**config.mk**
```make
export PLATFORM = sky130hd
export DESIGN_NAME = bus_arbiter_flat
export DESIGN_NICKNAME = d
export VERILOG_FILES = /design/src/rtl/bus_arbiter_if.sv /design/src/rtl/bus_arbiter.sv /design/src/flat_wrapper.sv
export SDC_FILE = /design/constraint.sdc
export NUM_CORES = 1
export LEC_CHECK = 0
export ABC_CLOCK_PERIOD_IN_PS = 1800
export BUFFER_PORTS_ARGS = -buffer_cell sky130_fd_sc_hd__buf_2
export CORE_MARGIN = 4
export CORE_UTILIZATION = 40
export DETAILED_ROUTE_END_ITERATION = 8
export PLACE_DENSITY_LB_ADDON = 0.05
export SKIP_LAST_GASP = 1
export SLEW_MARGIN = 20
export SYNTH_ARGS = -nofsm -noshare
export SYNTH_HDL_FRONTEND = slang
export SYNTH_SLANG_ARGS = --single-unit
export TNS_END_PERCENT = 100
```
**constraint.sdc**
```tcl
create_clock -name clk -period 1.8 [get_ports clk]
set_input_delay 0.18 -clock clk [delete_from_list [all_inputs] [get_ports clk]]
set_output_delay 0.18 -clock clk [all_outputs]
set_load 0.02 [all_outputs]
```
**src/rtl/bus_arbiter_if.sv**
```systemverilog
// Pipeline-side and memory-bus-side signals of the IF/MEM bus arbiter.
// The arbiter uses the master modport; the pipeline/bus environment uses the slave modport.
interface bus_arbiter_if;
  logic [5:0]  stall;
  logic        flush;
  logic        if_ce;
  logic [31:0] if_addr;
  logic [31:0] if_rdata;
  logic        mem_ce;
  logic        mem_we;
  logic [3:0]  mem_sel;
  logic [31:0] mem_addr;
  logic [31:0] mem_wdata;
  logic [31:0] mem_rdata;
  logic        stallreq_if;
  logic        stallreq_mem;
  logic        bus_req;
  logic        bus_we;
  logic [3:0]  bus_sel;
  logic [31:0] bus_addr;
  logic [31:0] bus_wdata;
  logic [31:0] bus_rdata;
  logic        bus_ack;
  logic        bus_err;

  modport master (
    input  stall, flush,
    input  if_ce, if_addr,
    output if_rdata,
    input  mem_ce, mem_we, mem_sel, mem_addr, mem_wdata,
    output mem_rdata,
    output stallreq_if, stallreq_mem,
    output bus_req, bus_we, bus_sel, bus_addr, bus_wdata, bus_err,
    input  bus_rdata, bus_ack
  );

  modport slave (
    output stall, flush,
    output if_ce, if_addr,
    input  if_rdata,
    output mem_ce, mem_we, mem_sel, mem_addr, mem_wdata,
    input  mem_rdata,
    input  stallreq_if, stallreq_mem,
    input  bus_req, bus_we, bus_sel, bus_addr, bus_wdata, bus_err,
    output bus_rdata, bus_ack
  );
endinterface

```
**src/rtl/bus_arbiter.sv**
```systemverilog
// Shares one single-port memory bus between instruction fetch and the MEM stage (MEM has priority),
// stalls each stage until its data returns and holds returned data until the stage advances.
module bus_arbiter #(
  parameter int unsigned ACK_TIMEOUT = 255
) (
  input logic            clk,
  input logic            rst,
  bus_arbiter_if.master  bif
);

  localparam int unsigned   CW          = (ACK_TIMEOUT > 32'd1) ? $clog2(ACK_TIMEOUT + 32'd1) : 1;
  localparam logic          TO_EN       = (ACK_TIMEOUT != 32'd0);
  localparam logic [CW-1:0] CNT_LAST    = TO_EN ? CW'(ACK_TIMEOUT - 32'd1) : {CW{1'b0}};

  typedef enum logic [1:0] {
    ST_IDLE     = 2'd0,
    ST_MEM_BUSY = 2'd1,
    ST_IF_BUSY  = 2'd2
  } state_t;

  state_t      r_state;
  state_t      w_state_nxt;
  logic        r_bus_req;
  logic        r_bus_we;
  logic [3:0]  r_bus_sel;
  logic [31:0] r_bus_addr;
  logic [31:0] r_bus_wdata;
  logic        r_bus_err;
  logic [31:0] r_if_rdata;
  logic [31:0] r_mem_rdata;
  logic        r_if_done;
  logic        r_mem_done;
  logic        r_discard;
  logic [CW-1:0] r_cnt;

  logic        w_issue_mem;
  logic        w_issue_if;
  logic        w_finish;
  logic        w_ack_hit;
  logic        w_expire;
  logic        w_deliver;
  logic [31:0] w_ret_data;
  logic        w_stall_unused;

  assign w_stall_unused = ^{bif.stall[5], bif.stall[3:2], bif.stall[0]};

  always_ff @(posedge clk) begin
    if (rst) begin
      r_state <= ST_IDLE;
    end else begin
      r_state <= w_state_nxt;
    end
  end

  // A finishing transaction delivers nothing if a flush hit it earlier or hits it now.
  always_comb begin
    w_state_nxt = r_state;
    w_issue_mem = 1'b0;
    w_issue_if  = 1'b0;
    w_finish    = 1'b0;
    w_ack_hit   = r_bus_req & bif.bus_ack;
    w_expire    = TO_EN & r_bus_req & ~bif.bus_ack & (r_cnt == CNT_LAST);
    case (r_state)
      ST_IDLE: begin
        if (!bif.flush && bif.mem_ce && !r_mem_done) begin
          w_issue_mem = 1'b1;
          w_state_nxt = ST_MEM_BUSY;
        end else if (!bif.flush && bif.if_ce && !r_if_done) begin
          w_issue_if  = 1'b1;
          w_state_nxt = ST_IF_BUSY;
        end else begin
          w_state_nxt = ST_IDLE;
        end
      end
      ST_MEM_BUSY, ST_IF_BUSY: begin
        if (w_ack_hit || w_expire) begin
          w_finish    = 1'b1;
          w_state_nxt = ST_IDLE;
        end else begin
          w_state_nxt = r_state;
        end
      end
      default: begin
        w_state_nxt = ST_IDLE;
      end
    endcase
    w_deliver  = w_finish & ~r_discard & ~bif.flush;
    w_ret_data = w_ack_hit ? bif.bus_rdata : 32'h0000_0000;
  end

  always_ff @(posedge clk) begin
    if (rst) begin
      r_bus_req   <= 1'b0;
      r_bus_we    <= 1'b0;
      r_bus_sel   <= 4'h0;
      r_bus_addr  <= 32'h0000_0000;
      r_bus_wdata <= 32'h0000_0000;
      r_bus_err   <= 1'b0;
      r_cnt       <= {CW{1'b0}};
    end else begin
      r_bus_err <= 1'b0;
      if (w_issue_mem) begin
        r_bus_req   <= 1'b1;
        r_bus_we    <= bif.mem_we;
        r_bus_sel   <= bif.mem_sel;
        r_bus_addr  <= bif.mem_addr;
        r_bus_wdata <= bif.mem_wdata;
        r_cnt       <= {CW{1'b0}};
      end else if (w_issue_if) begin
        r_bus_req   <= 1'b1;
        r_bus_we    <= 1'b0;
        r_bus_sel   <= 4'hF;
        r_bus_addr  <= bif.if_addr;
        r_cnt       <= {CW{1'b0}};
      end else if (w_finish) begin
        r_bus_req   <= 1'b0;
        r_bus_err   <= w_expire;
      end else if (r_bus_req) begin
        r_cnt       <= r_cnt + CW'(1'b1);
      end else begin
        r_cnt       <= r_cnt;
      end
    end
  end

  // Done flags stay set while the owning stage is stalled; a fresh delivery wins over a clear.
  always_ff @(posedge clk) begin
    if (rst) begin
      r_if_rdata  <= 32'h0000_0000;
      r_mem_rdata <= 32'h0000_0000;
      r_if_done   <= 1'b0;
      r_mem_done  <= 1'b0;
      r_discard   <= 1'b0;
    end else begin
      if (w_deliver && r_state == ST_IF_BUSY) begin
        r_if_rdata <= w_ret_data;
        r_if_done  <= 1'b1;
      end else if (bif.flush || !bif.stall[1]) begin
        r_if_done  <= 1'b0;
      end else begin
        r_if_done  <= r_if_done;
      end

      if (w_deliver && r_state == ST_MEM_BUSY) begin
        r_mem_rdata <= r_bus_we ? r_mem_rdata : w_ret_data;
        r_mem_done  <= 1'b1;
      end else if (bif.flush || !bif.stall[4]) begin
        r_mem_done  <= 1'b0;
      end else begin
        r_mem_done  <= r_mem_done;
      end

      if (w_finish) begin
        r_discard <= 1'b0;
      end else if (bif.flush && r_state != ST_IDLE) begin
        r_discard <= 1'b1;
      end else begin
        r_discard <= r_discard;
      end
    end
  end

  assign bif.stallreq_if  = bif.if_ce & ~r_if_done;
  assign bif.stallreq_mem = bif.mem_ce & ~r_mem_done;
  assign bif.bus_req      = r_bus_req;
  assign bif.bus_we       = r_bus_we;
  assign bif.bus_sel      = r_bus_sel;
  assign bif.bus_addr     = r_bus_addr;
  assign bif.bus_wdata    = r_bus_wdata;
  assign bif.bus_err      = r_bus_err;
  assign bif.if_rdata     = r_if_rdata;
  assign bif.mem_rdata    = r_mem_rdata;

endmodule
```
**src/flat_wrapper.sv**
```systemverilog
// flat-port wrapper written by rule: the top's interface ports become plain ports
module bus_arbiter_flat 
#(
  parameter int unsigned ACK_TIMEOUT = 255
)
  (clk, rst, bif_stall, bif_flush, bif_if_ce, bif_if_addr, bif_if_rdata, bif_mem_ce, bif_mem_we, bif_mem_sel, bif_mem_addr, bif_mem_wdata, bif_mem_rdata, bif_stallreq_if, bif_stallreq_mem, bif_bus_req, bif_bus_we, bif_bus_sel, bif_bus_addr, bif_bus_wdata, bif_bus_err, bif_bus_rdata, bif_bus_ack);
  bus_arbiter_if bif_i ();
  input logic clk;
  input logic rst;
  input wire logic [$bits(bif_i.stall)-1:0] bif_stall;
  input wire logic [$bits(bif_i.flush)-1:0] bif_flush;
  input wire logic [$bits(bif_i.if_ce)-1:0] bif_if_ce;
  input wire logic [$bits(bif_i.if_addr)-1:0] bif_if_addr;
  output wire logic [$bits(bif_i.if_rdata)-1:0] bif_if_rdata;
  input wire logic [$bits(bif_i.mem_ce)-1:0] bif_mem_ce;
  input wire logic [$bits(bif_i.mem_we)-1:0] bif_mem_we;
  input wire logic [$bits(bif_i.mem_sel)-1:0] bif_mem_sel;
  input wire logic [$bits(bif_i.mem_addr)-1:0] bif_mem_addr;
  input wire logic [$bits(bif_i.mem_wdata)-1:0] bif_mem_wdata;
  output wire logic [$bits(bif_i.mem_rdata)-1:0] bif_mem_rdata;
  output wire logic [$bits(bif_i.stallreq_if)-1:0] bif_stallreq_if;
  output wire logic [$bits(bif_i.stallreq_mem)-1:0] bif_stallreq_mem;
  output wire logic [$bits(bif_i.bus_req)-1:0] bif_bus_req;
  output wire logic [$bits(bif_i.bus_we)-1:0] bif_bus_we;
  output wire logic [$bits(bif_i.bus_sel)-1:0] bif_bus_sel;
  output wire logic [$bits(bif_i.bus_addr)-1:0] bif_bus_addr;
  output wire logic [$bits(bif_i.bus_wdata)-1:0] bif_bus_wdata;
  output wire logic [$bits(bif_i.bus_err)-1:0] bif_bus_err;
  input wire logic [$bits(bif_i.bus_rdata)-1:0] bif_bus_rdata;
  input wire logic [$bits(bif_i.bus_ack)-1:0] bif_bus_ack;
  assign bif_i.stall = bif_stall;
  assign bif_i.flush = bif_flush;
  assign bif_i.if_ce = bif_if_ce;
  assign bif_i.if_addr = bif_if_addr;
  assign bif_if_rdata = bif_i.if_rdata;
  assign bif_i.mem_ce = bif_mem_ce;
  assign bif_i.mem_we = bif_mem_we;
  assign bif_i.mem_sel = bif_mem_sel;
  assign bif_i.mem_addr = bif_mem_addr;
  assign bif_i.mem_wdata = bif_mem_wdata;
  assign bif_mem_rdata = bif_i.mem_rdata;
  assign bif_stallreq_if = bif_i.stallreq_if;
  assign bif_stallreq_mem = bif_i.stallreq_mem;
  assign bif_bus_req = bif_i.bus_req;
  assign bif_bus_we = bif_i.bus_we;
  assign bif_bus_sel = bif_i.bus_sel;
  assign bif_bus_addr = bif_i.bus_addr;
  assign bif_bus_wdata = bif_i.bus_wdata;
  assign bif_bus_err = bif_i.bus_err;
  assign bif_i.bus_rdata = bif_bus_rdata;
  assign bif_i.bus_ack = bif_bus_ack;
  bus_arbiter #(.ACK_TIMEOUT(ACK_TIMEOUT)) u_core (.clk(clk), .rst(rst), .bif(bif_i));
endmodule
```
==> run_results.csv, run 1 <==
group,metric,value,unit
setup_path,cp_num_buf_inv,2,
grt,grt_pass1_vias,5708,
power_and_ir_drop,leakagePower,0.00384,uW
floorplanning,num_rows,44,
synth,ys_dominant_reg_cell,"dfxtp_1",
min_path,whs_path_depth,3,
synth,ys_top_cells_by_count,"dfxtp_1 (148), mux2i_1 (99), nand2_1 (99)",
clocking,htree_levels,4,
detailed_routing,firstDrtPassIters,5,
synth,synth_cell_types,42,
power_and_ir_drop,power.internal,5820,uW
power_and_ir_drop,clockPowerShare,0.429,
floorplanning,core,14700,um^2
detailed_routing,viasPerCell,4.87,
timing,fin_crit_sh,0.945,
synth,synth_warnings,0,
synth,yosysMostFrequentCell,"dfxtp_1",
synth,synth_top_area_cell,"dfxtp_1",
floorplanning,dieArea,17200,um^2
synth,syn_inst,630,
cells_and_area,nNetsFinal,1090,
timing,fmax,588,MHz
outcome,status,"complete, no violations",
synth,ys_ff_latch,148,
detailed_routing,ant_nets,0,
floorplanning,io_pins,282,
cells_and_area,num-fill-cells,1281,
timing,rsz0062_at_grt,"no",
synth,syn_nets,780,
floorplanning,die_x,131,um
timing,setup_viol,0,
detailed_routing,vias,5532,
cells_and_area,final_layout_size_suffix_gt1_frac,0.375,
cells_and_area,area_growth,42.1,%
timing,whs,0.0228,ns
power_and_ir_drop,switching_share,0.249,
synth,avgSynthCellArea,9.65,um^2
clocking,clock_sinks,148,
detailed_routing,wl_per_cell,16.1,um
power_and_ir_drop,p_switching,1930,uW
floorplanning,initial_core_util,0.414,
clocking,cts-root-buf,"clkbuf_16",
floorplanning,dieHeight,131,um
setup_path,critical-path-top-delay-family,"simple AND/OR/NAND/NOR gates",
setup_path,end_kind,"flop",
detailed_routing,dr.first_iter.drc_count,252,
cells_and_area,utilization,0.588,
timing,hold_viol,0,
setup_path,critical_path.max_stage_delay,0.36,ns
timing,finClkSkew,0.00653,ns
grt,grt_pass1_wl,29.0,mm
clocking,cts_buffers,17,
timing,tightest_slew,0.513,ns
detailed_routing,drc_errors,0,
setup_path,start_kind,"flop",
timing,report.final.slew_viol_count,0,
setup_path,cp_cell_sequence,"inv_2, ha_4, nand2_2, nor2_2, and4b_4, clkbuf_16, mux2i_1",
setup_path,crit_slowest_cell,"and4b_4",
power_and_ir_drop,power.total,7750,uW
setup_path,cp_num_cells,7,
power_and_ir_drop,p_per_area,897,nW/um^2
grt,grt_max_degree,101,
grt,grt-ovfl-total,0,
setup_path,arrival,2.04,ns
setup_path,cp.required,2.14,ns
clocking,insertion_delay,0.41,ns
clocking,clk_pin_slew,0.06,ns
power_and_ir_drop,ir_worst_vdd,0.625,mV
synth,synthTopCellsByArea,"dfxtp_1 (49%), mux2i_1 (16%), nand2b_1 (6.6%)",
synth,syn_area,6080,um^2
setup_path,worstSetupPathType,"reg -> reg",
synth,ys_seq_area_frac,0.487,
place,place_ws,-0.0212,ns
grt,grt_use_total,0.205,
place,io_buffers,277,
detailed_routing,routed_wirelength,18.3,mm
timing,min_period,1.70,ns
power_and_ir_drop,combPwrFrac,0.124,
synth,synth_edf_count,0,
min_path,hold_path_class,"in -> reg",
setup_path,r2r_cells,7,
timing,slew_headroom,0.658,
synth,yosysTopAreaCellShare,0.487,
synth,synth-async-reset-ratio,0,
grt,grt_antenna_before_repair,2,
setup_path,crit_fanout,6,
cells_and_area,multi_input_area,2840,um^2
place,hpwl,13.1,mm
timing,worst_slack,0.0992,ns
place,gp_congestion,0.826,
clocking,cts_tree,"built",
cells_and_area,register_area,2970,um^2
run,drv_cap,0,
power_and_ir_drop,pwr-share-seq,0.447,
clocking,clk_path_buf_depth,2,
==> sequential cells by signal, indices dropped and copies added, names as in the netlist <==
signal	flops
u_core.bif.bus_addr	32
u_core.bif.bus_wdata	32
u_core.bif.if_rdata	32
u_core.bif.mem_rdata	32
u_core.r_cnt	8
u_core.bif.bus_sel	4
u_core.r_state	2
u_core.bif.bus_err	1
u_core.bif.bus_req	1
u_core.bif.bus_we	1
u_core.r_discard	1
u_core.r_if_done	1
u_core.r_mem_done	1
==> routing by layer <==
layer  global-route usage  vias to the layer above  routed length (um)
li1                     -                     2767                   -
met1                0.232                     2523                7440
met2                0.359                      211                9020
met3               0.0757                       29                1460
met4               0.0706                        2                 365
met5                    0                        -                  13
==> tightest hold or removal path, delay by kind of cell <==
family,cells,cell delay (ns)
AOI/OAI and AO/OA,1,0.07
buffers and inverters,1,0.08
and+or+nand+nor,1,0.07
==> timing repair <==
item | in CTS | in global routing
cloned | 0 | 3
setup buffers | 0 | 1
hold buffers | 30 | 0
gates resized for setup | 1 | 15
endpoints found under the setup margin | 57 | 99
pin swaps | 1 | 3
endpoints found under the hold margin | 30 | 0
==> final timing paths <==
check | start | end | slack, ns
worst min register to register | u_core.bif.bus_wdata[31]$_SDFFE_PP0P_ | u_core.bif.bus_wdata[31]$_SDFFE_PP0P_ | 0.45
worst max register to register | u_core.r_state[0]$_SDFFE_PP0P_ | u_core.bif.if_rdata[9]$_SDFFE_PP0P_ | 0.1
worst min-delay path | bif_mem_sel[1] | u_core.bif.bus_sel[1]$_SDFFE_PP0P_ | 0.02
worst max-delay path | u_core.r_state[0]$_SDFFE_PP0P_ | u_core.bif.if_rdata[9]$_SDFFE_PP0P_ | 0.1
==> stage by stage <==
step	cells	instance area [um^2]	TNS (ns)
final	1137	8640	0
after global routing	1137	8640	0
after CTS	1132	8530	-0.161
after detailed placement	1071	7670	-0.143
after global placement	1071	7670	0
after floorplan	630	6080	0
==> power by group through the flow <==
| stage | logic (uW) | clock network, uW | registers, uW |
|---|---|---|---|
| after floorplan | 367 | 0 | 3660 |
| after global placement | 893 | 0 | 3520 |
| after detailed placement | 908 | 0 | 3520 |
| after CTS | 960 | 3400 | 3460 |
| after global routing | 1050 | 3550 | 3470 |
| final | 963 | 3320 | 3460 |
==> layout make-up <==
class,instances,area share
Tap cell,184,0.0266
Clock buffer,21,0.0544
Sequential cell,148,0.343
Antenna cell,1,0.000290
Timing Repair Buffer,337,0.235
Clock inverter,10,0.00941
Inverter,5,0.00217
Multi-Input combinational cell,431,0.329
==> placed cells by master (no fill, tap or decap), types with 4 or more instances in the layout <==
| master | instances |
|---|---|
| buf_2 | 276 |
| dfxtp_1 | 144 |
| mux2i_1 | 99 |
| nand2_1 | 98 |
| nand2b_1 | 64 |
| nor2_1 | 46 |
| a21oi_1 | 37 |
| a211oi_1 | 32 |
| dlygate4sd3_1 | 30 |
| buf_4 | 21 |
| clkbuf_16 | 19 |
| nand4_1 | 7 |
| clkinv_2 | 7 |
| buf_12 | 6 |
| or3_1 | 4 |
| o22ai_1 | 4 |
| dfxtp_2 | 4 |
==> cell families after synthesis <==
group	count (synthesis)	synth area share
AO/OA/AOI/OAI	85	0.0891
XOR/XNOR	4	0.00576
adder cells (fa/ha/maj)	5	0.0103
buffers and inverters	51	0.0552
flip-flops	148	0.487
multiplexers	99	0.163
AND/OR/NAND/NOR	238	0.189
Power figures use the tool's default switching activity.
==> run 2: changes to the inputs <==
--- a/config.mk
+++ b/config.mk
@@ -5,11 +5,10 @@
 export SDC_FILE = /design/constraint.sdc
 export NUM_CORES = 1
 export LEC_CHECK = 0
-export ABC_CLOCK_PERIOD_IN_PS = 1800
-export BUFFER_PORTS_ARGS = -buffer_cell sky130_fd_sc_hd__buf_2
 export CORE_MARGIN = 4
 export CORE_UTILIZATION = 40
 export DETAILED_ROUTE_END_ITERATION = 8
+export DONT_BUFFER_PORTS = 1
 export PLACE_DENSITY_LB_ADDON = 0.05
 export SKIP_LAST_GASP = 1
 export SLEW_MARGIN = 20
==> run_results.csv, run 2 <==
group,metric,value,unit
outcome,status,"did not finish",
outcome,failed_stage,"clock tree synthesis",
outcome,stop_error,"[ERROR RSZ-0060] Max buffer count reached.",
synth,synth_fa_ha_area_frac,0.0103,
synth,yosysMostFrequentCell,"dfxtp_1",
clocking,cts_hold_buf,166,
floorplanning,dieHeight,131,um
synth,synth_xor_area_frac,0.00576,
floorplanning,num_rows,44,
place,gp_congestion,0.770,
floorplanning,initial_core_util,0.414,
clocking,cts_setup_buffers,1,
floorplanning,io_pins,282,
clocking,cts-root-buf,"clkbuf_16",
place,place_ws,-0.0781,ns
synth,ys_dominant_reg_cell,"dfxtp_1",
synth,ys_top_cells_by_count,"dfxtp_1 (148), mux2i_1 (99), nand2_1 (99)",
synth,syn_nets,780,
clocking,clock_sinks,148,
synth,synthTopCellsByArea,"dfxtp_1 (49%), mux2i_1 (16%), nand2b_1 (6.6%)",
clocking,cts_buffers,17,
synth,synth_cell_types,42,
synth,yosysTopAreaCellShare,0.487,
synth,synth_edf_count,0,
synth,ys_seq_area_frac,0.487,
synth,avgSynthCellArea,9.65,um^2
synth,yosys.area_share.simple,0.189,
synth,synth_warnings,0,
synth,synth_mux_area_frac,0.163,
synth,syn_inst,630,
place,hpwl,11.5,mm
synth,synth-compound-area-share,0.0891,
clocking,htree_levels,4,
synth,synth_top_area_cell,"dfxtp_1",
place,io_buffers,0,
clocking,ctsResizeCount,4,
synth,synth-async-reset-ratio,0,
floorplanning,die_x,131,um
clocking,clk_path_buf_depth,2,
synth,ys_ff_latch,148,
synth,synth_top_family_by_area,"simple AND/OR/NAND/NOR gates",
synth,syn_area,6080,um^2
[run 2: cell counts after synthesis]
Identical to the previous run, type by type.
[run 2: metrics by stage]
step	hold slack, ns	TNS [ns]	instance area [um^2]	utilization	cells
2_1_floorplan	0.251	0	6080	-	630
3_3_place_gp	0.255	0	6340	0.431	796
3_5_place_dp	0.254	-1.45	6340	0.431	796
[run 2: cells by family after synthesis]
logic type / after synthesis
XOR/XNOR: 4
AO/OA/AOI/OAI: 85
AND/OR/NAND/NOR: 238
multiplexers: 99
adder cells (fa/ha/maj): 5
buffers and inverters: 51
flip-flops: 148
==> run 3: changes to the inputs <==
--- a/config.mk
+++ b/config.mk
@@ -6,10 +6,10 @@
 export NUM_CORES = 1
 export LEC_CHECK = 0
 export CORE_MARGIN = 4
-export CORE_UTILIZATION = 40
+export CORE_UTILIZATION = 25
 export DETAILED_ROUTE_END_ITERATION = 8
 export DONT_BUFFER_PORTS = 1
-export PLACE_DENSITY_LB_ADDON = 0.05
+export PLACE_DENSITY_LB_ADDON = 0.15
 export SKIP_LAST_GASP = 1
 export SLEW_MARGIN = 20
 export SYNTH_ARGS = -nofsm -noshare
==> constraint.sdc (replaced) <==
create_clock -name clk -period 2.34 [get_ports clk]
set_input_delay 0.234 -clock clk [delete_from_list [all_inputs] [get_ports clk]]
set_output_delay 0.234 -clock clk [all_outputs]
set_load 0.02 [all_outputs]
==> run_results.csv, run 3 (synthesis gave the netlist of run 1 again) <==
group,metric,value,unit
outcome,status,"complete, no violations",
grt,grt_pass1_vias,5118,
clocking,cts_buffers,17,
power_and_ir_drop,ir_worst_vdd,0.318,mV
setup_path,arrival,2.35,ns
min_path,hp-start,"rst",
cells_and_area,nNetsFinal,868,
power_and_ir_drop,leakagePower,0.00275,uW
floorplanning,initial_core_util,0.257,
setup_path,ff2ff_setup_slack,0.33,ns
timing,fmax,497,MHz
timing,whs,0.0186,ns
power_and_ir_drop,power.total,5980,uW
place,placed_area,6320,um^2
setup_path,crit_fanout,33,
timing,timing.setup.tns,0,ns
cells_and_area,final_layout_size_suffix_gt1_frac,0.0725,
floorplanning,dieHeight,164,um
grt,grt_antenna_before_repair,1,
min_path,hold_path_class,"in -> reg",
setup_path,r2r_cells,7,
detailed_routing,wl_per_cell,17.8,um
grt,grt-ovfl-total,0,
timing,slew_headroom,0.398,
cells_and_area,layout_commonest_cell,"dfxtp_1",
cells_and_area,register_area,2960,um^2
timing,fin_crit_sh,0.861,
floorplanning,io_pins,282,
clocking,insertion_delay,0.42,ns
grt,grt_pass1_wl,28.2,mm
setup_path,end_kind,"flop",
detailed_routing,firstDrtPassIters,4,
detailed_routing,dr.first_iter.drc_count,217,
detailed_routing,drc_errors,0,
clocking,clock_sinks,148,
clocking,cts_tree,"built",
setup_path,worstSetupPathType,"reg -> reg",
grt,grt_max_degree,108,
place,gp_congestion,0.771,
place,hpwl,11.7,mm
min_path,hold_end,"u_core.bif.if_rdata[6]$_SDFFE_PP0P_",
cells_and_area,multi_input_area,2820,um^2
timing,hold_viol,0,
grt,grt_use_total,0.134,
clocking,htree_levels,4,
setup_path,r2r-end,"u_core.bif.if_rdata[16]$_SDFFE_PP0P_",
cells_and_area,num-fill-cells,2412,
timing,finClkSkew,0.0113,ns
setup_path,start_kind,"flop",
clocking,clk_pin_slew,0.07,ns
detailed_routing,ant_nets,0,
place,io_buffers,0,
cells_and_area,design_area,7960,um^2
clocking,clk_path_buf_depth,2,
timing,min_period,2.01,ns
detailed_routing,vias,4818,
power_and_ir_drop,p_per_area,752,nW/um^2
floorplanning,dieArea,26900,um^2
timing,report.final.slew_viol_count,0,
run,drv_cap,0,
detailed_routing,routed_wirelength,18.7,mm
clocking,cts-root-buf,"clkbuf_16",
cells_and_area,num_antenna_cells,0,
setup_path,critPathLaunch,"u_core.r_state[0]$_SDFFE_PP0P_",
floorplanning,core,23700,um^2
cells_and_area,final_cell_mix,"dfxtp_1 (148), dlygate4sd3_1 (104), mux2i_1 (99), nand2_1 (99), nand2b_1 (64)",
setup_path,r2r-start,"u_core.r_state[0]$_SDFFE_PP0P_",
detailed_routing,viasPerCell,4.59,
min_path,whs_path_depth,2,
cells_and_area,area_growth,30.9,%
floorplanning,die_x,164,um
timing,tightest_slew,0.900,ns
setup_path,cp.required,2.68,ns
timing,rsz0062_at_grt,"no",
timing,setup_viol,0,
floorplanning,num_rows,56,
cells_and_area,utilization,0.336,
clocking,cts_setup_buffers,0,
[run 3: final cells by class]
type                            instances  share of cell area
Sequential cell                       148               0.372
Clock inverter                         15              0.0181
Inverter                                5             0.00236
Clock buffer                           17              0.0534
Timing Repair Buffer                  115               0.150
Multi-Input combinational cell        431               0.354
Tap cell                              319              0.0501
[run 3: worst max-delay path, stage by stage, from the launching register on]
cell and delay [ns]:
dfxtp_1 0.36, inv_1 0.07, ha_1 0.39, nand2_1 0.12
nor2_1 0.17, and4b_2 0.28, buf_12 0.27, mux2i_1 0.24
[run 3: how the worst max path moves through the flow]
stage	slack, ns	cells past startpoint	end
after floorplan	0.66	6	u_core.r_cnt[3]$_SDFFE_PP0P_
after global placement	0.43	7	u_core.bif.if_rdata[2]$_SDFFE_PP0P_
after detailed placement	0.35	7	u_core.bif.if_rdata[6]$_SDFFE_PP0P_
after CTS	0.33	7	u_core.bif.if_rdata[16]$_SDFFE_PP0P_
after global routing	0.16	7	u_core.bif.if_rdata[16]$_SDFFE_PP0P_
final	0.33	7	u_core.bif.if_rdata[16]$_SDFFE_PP0P_
[run 3: metrics by stage]
stage | std cells | setup slack, ns
2_1_floorplan | 630 | 0.658
3_3_place_gp | 913 | 0.428
3_5_place_dp | 913 | 0.354
4_1_cts | 1050 | 0.329
5_1_grt | 1050 | 0.159
6_report | 1050 | 0.326
[run 3: per-layer routing]
layer  vias up  part of all wire  global-route usage
li1       2318                 -                   -
met1      2267              0.39               0.147
met2       220              0.48               0.230
met3        11              0.12              0.0695
met4         2            0.0074              0.0320
met5         -           0.00070                   0
[run 3: report_power, final]
group / switching [uW] / internal (uW)
sequential: 177 / 2610
clock: 1200 / 1490
combinational: 239 / 265
total: 1620 / 4370
[run 3: timing repair]
action                                 CTS  global route
endpoints found under the hold margin  139             0
hold buffers                           105             0
resized for setup                        0             0
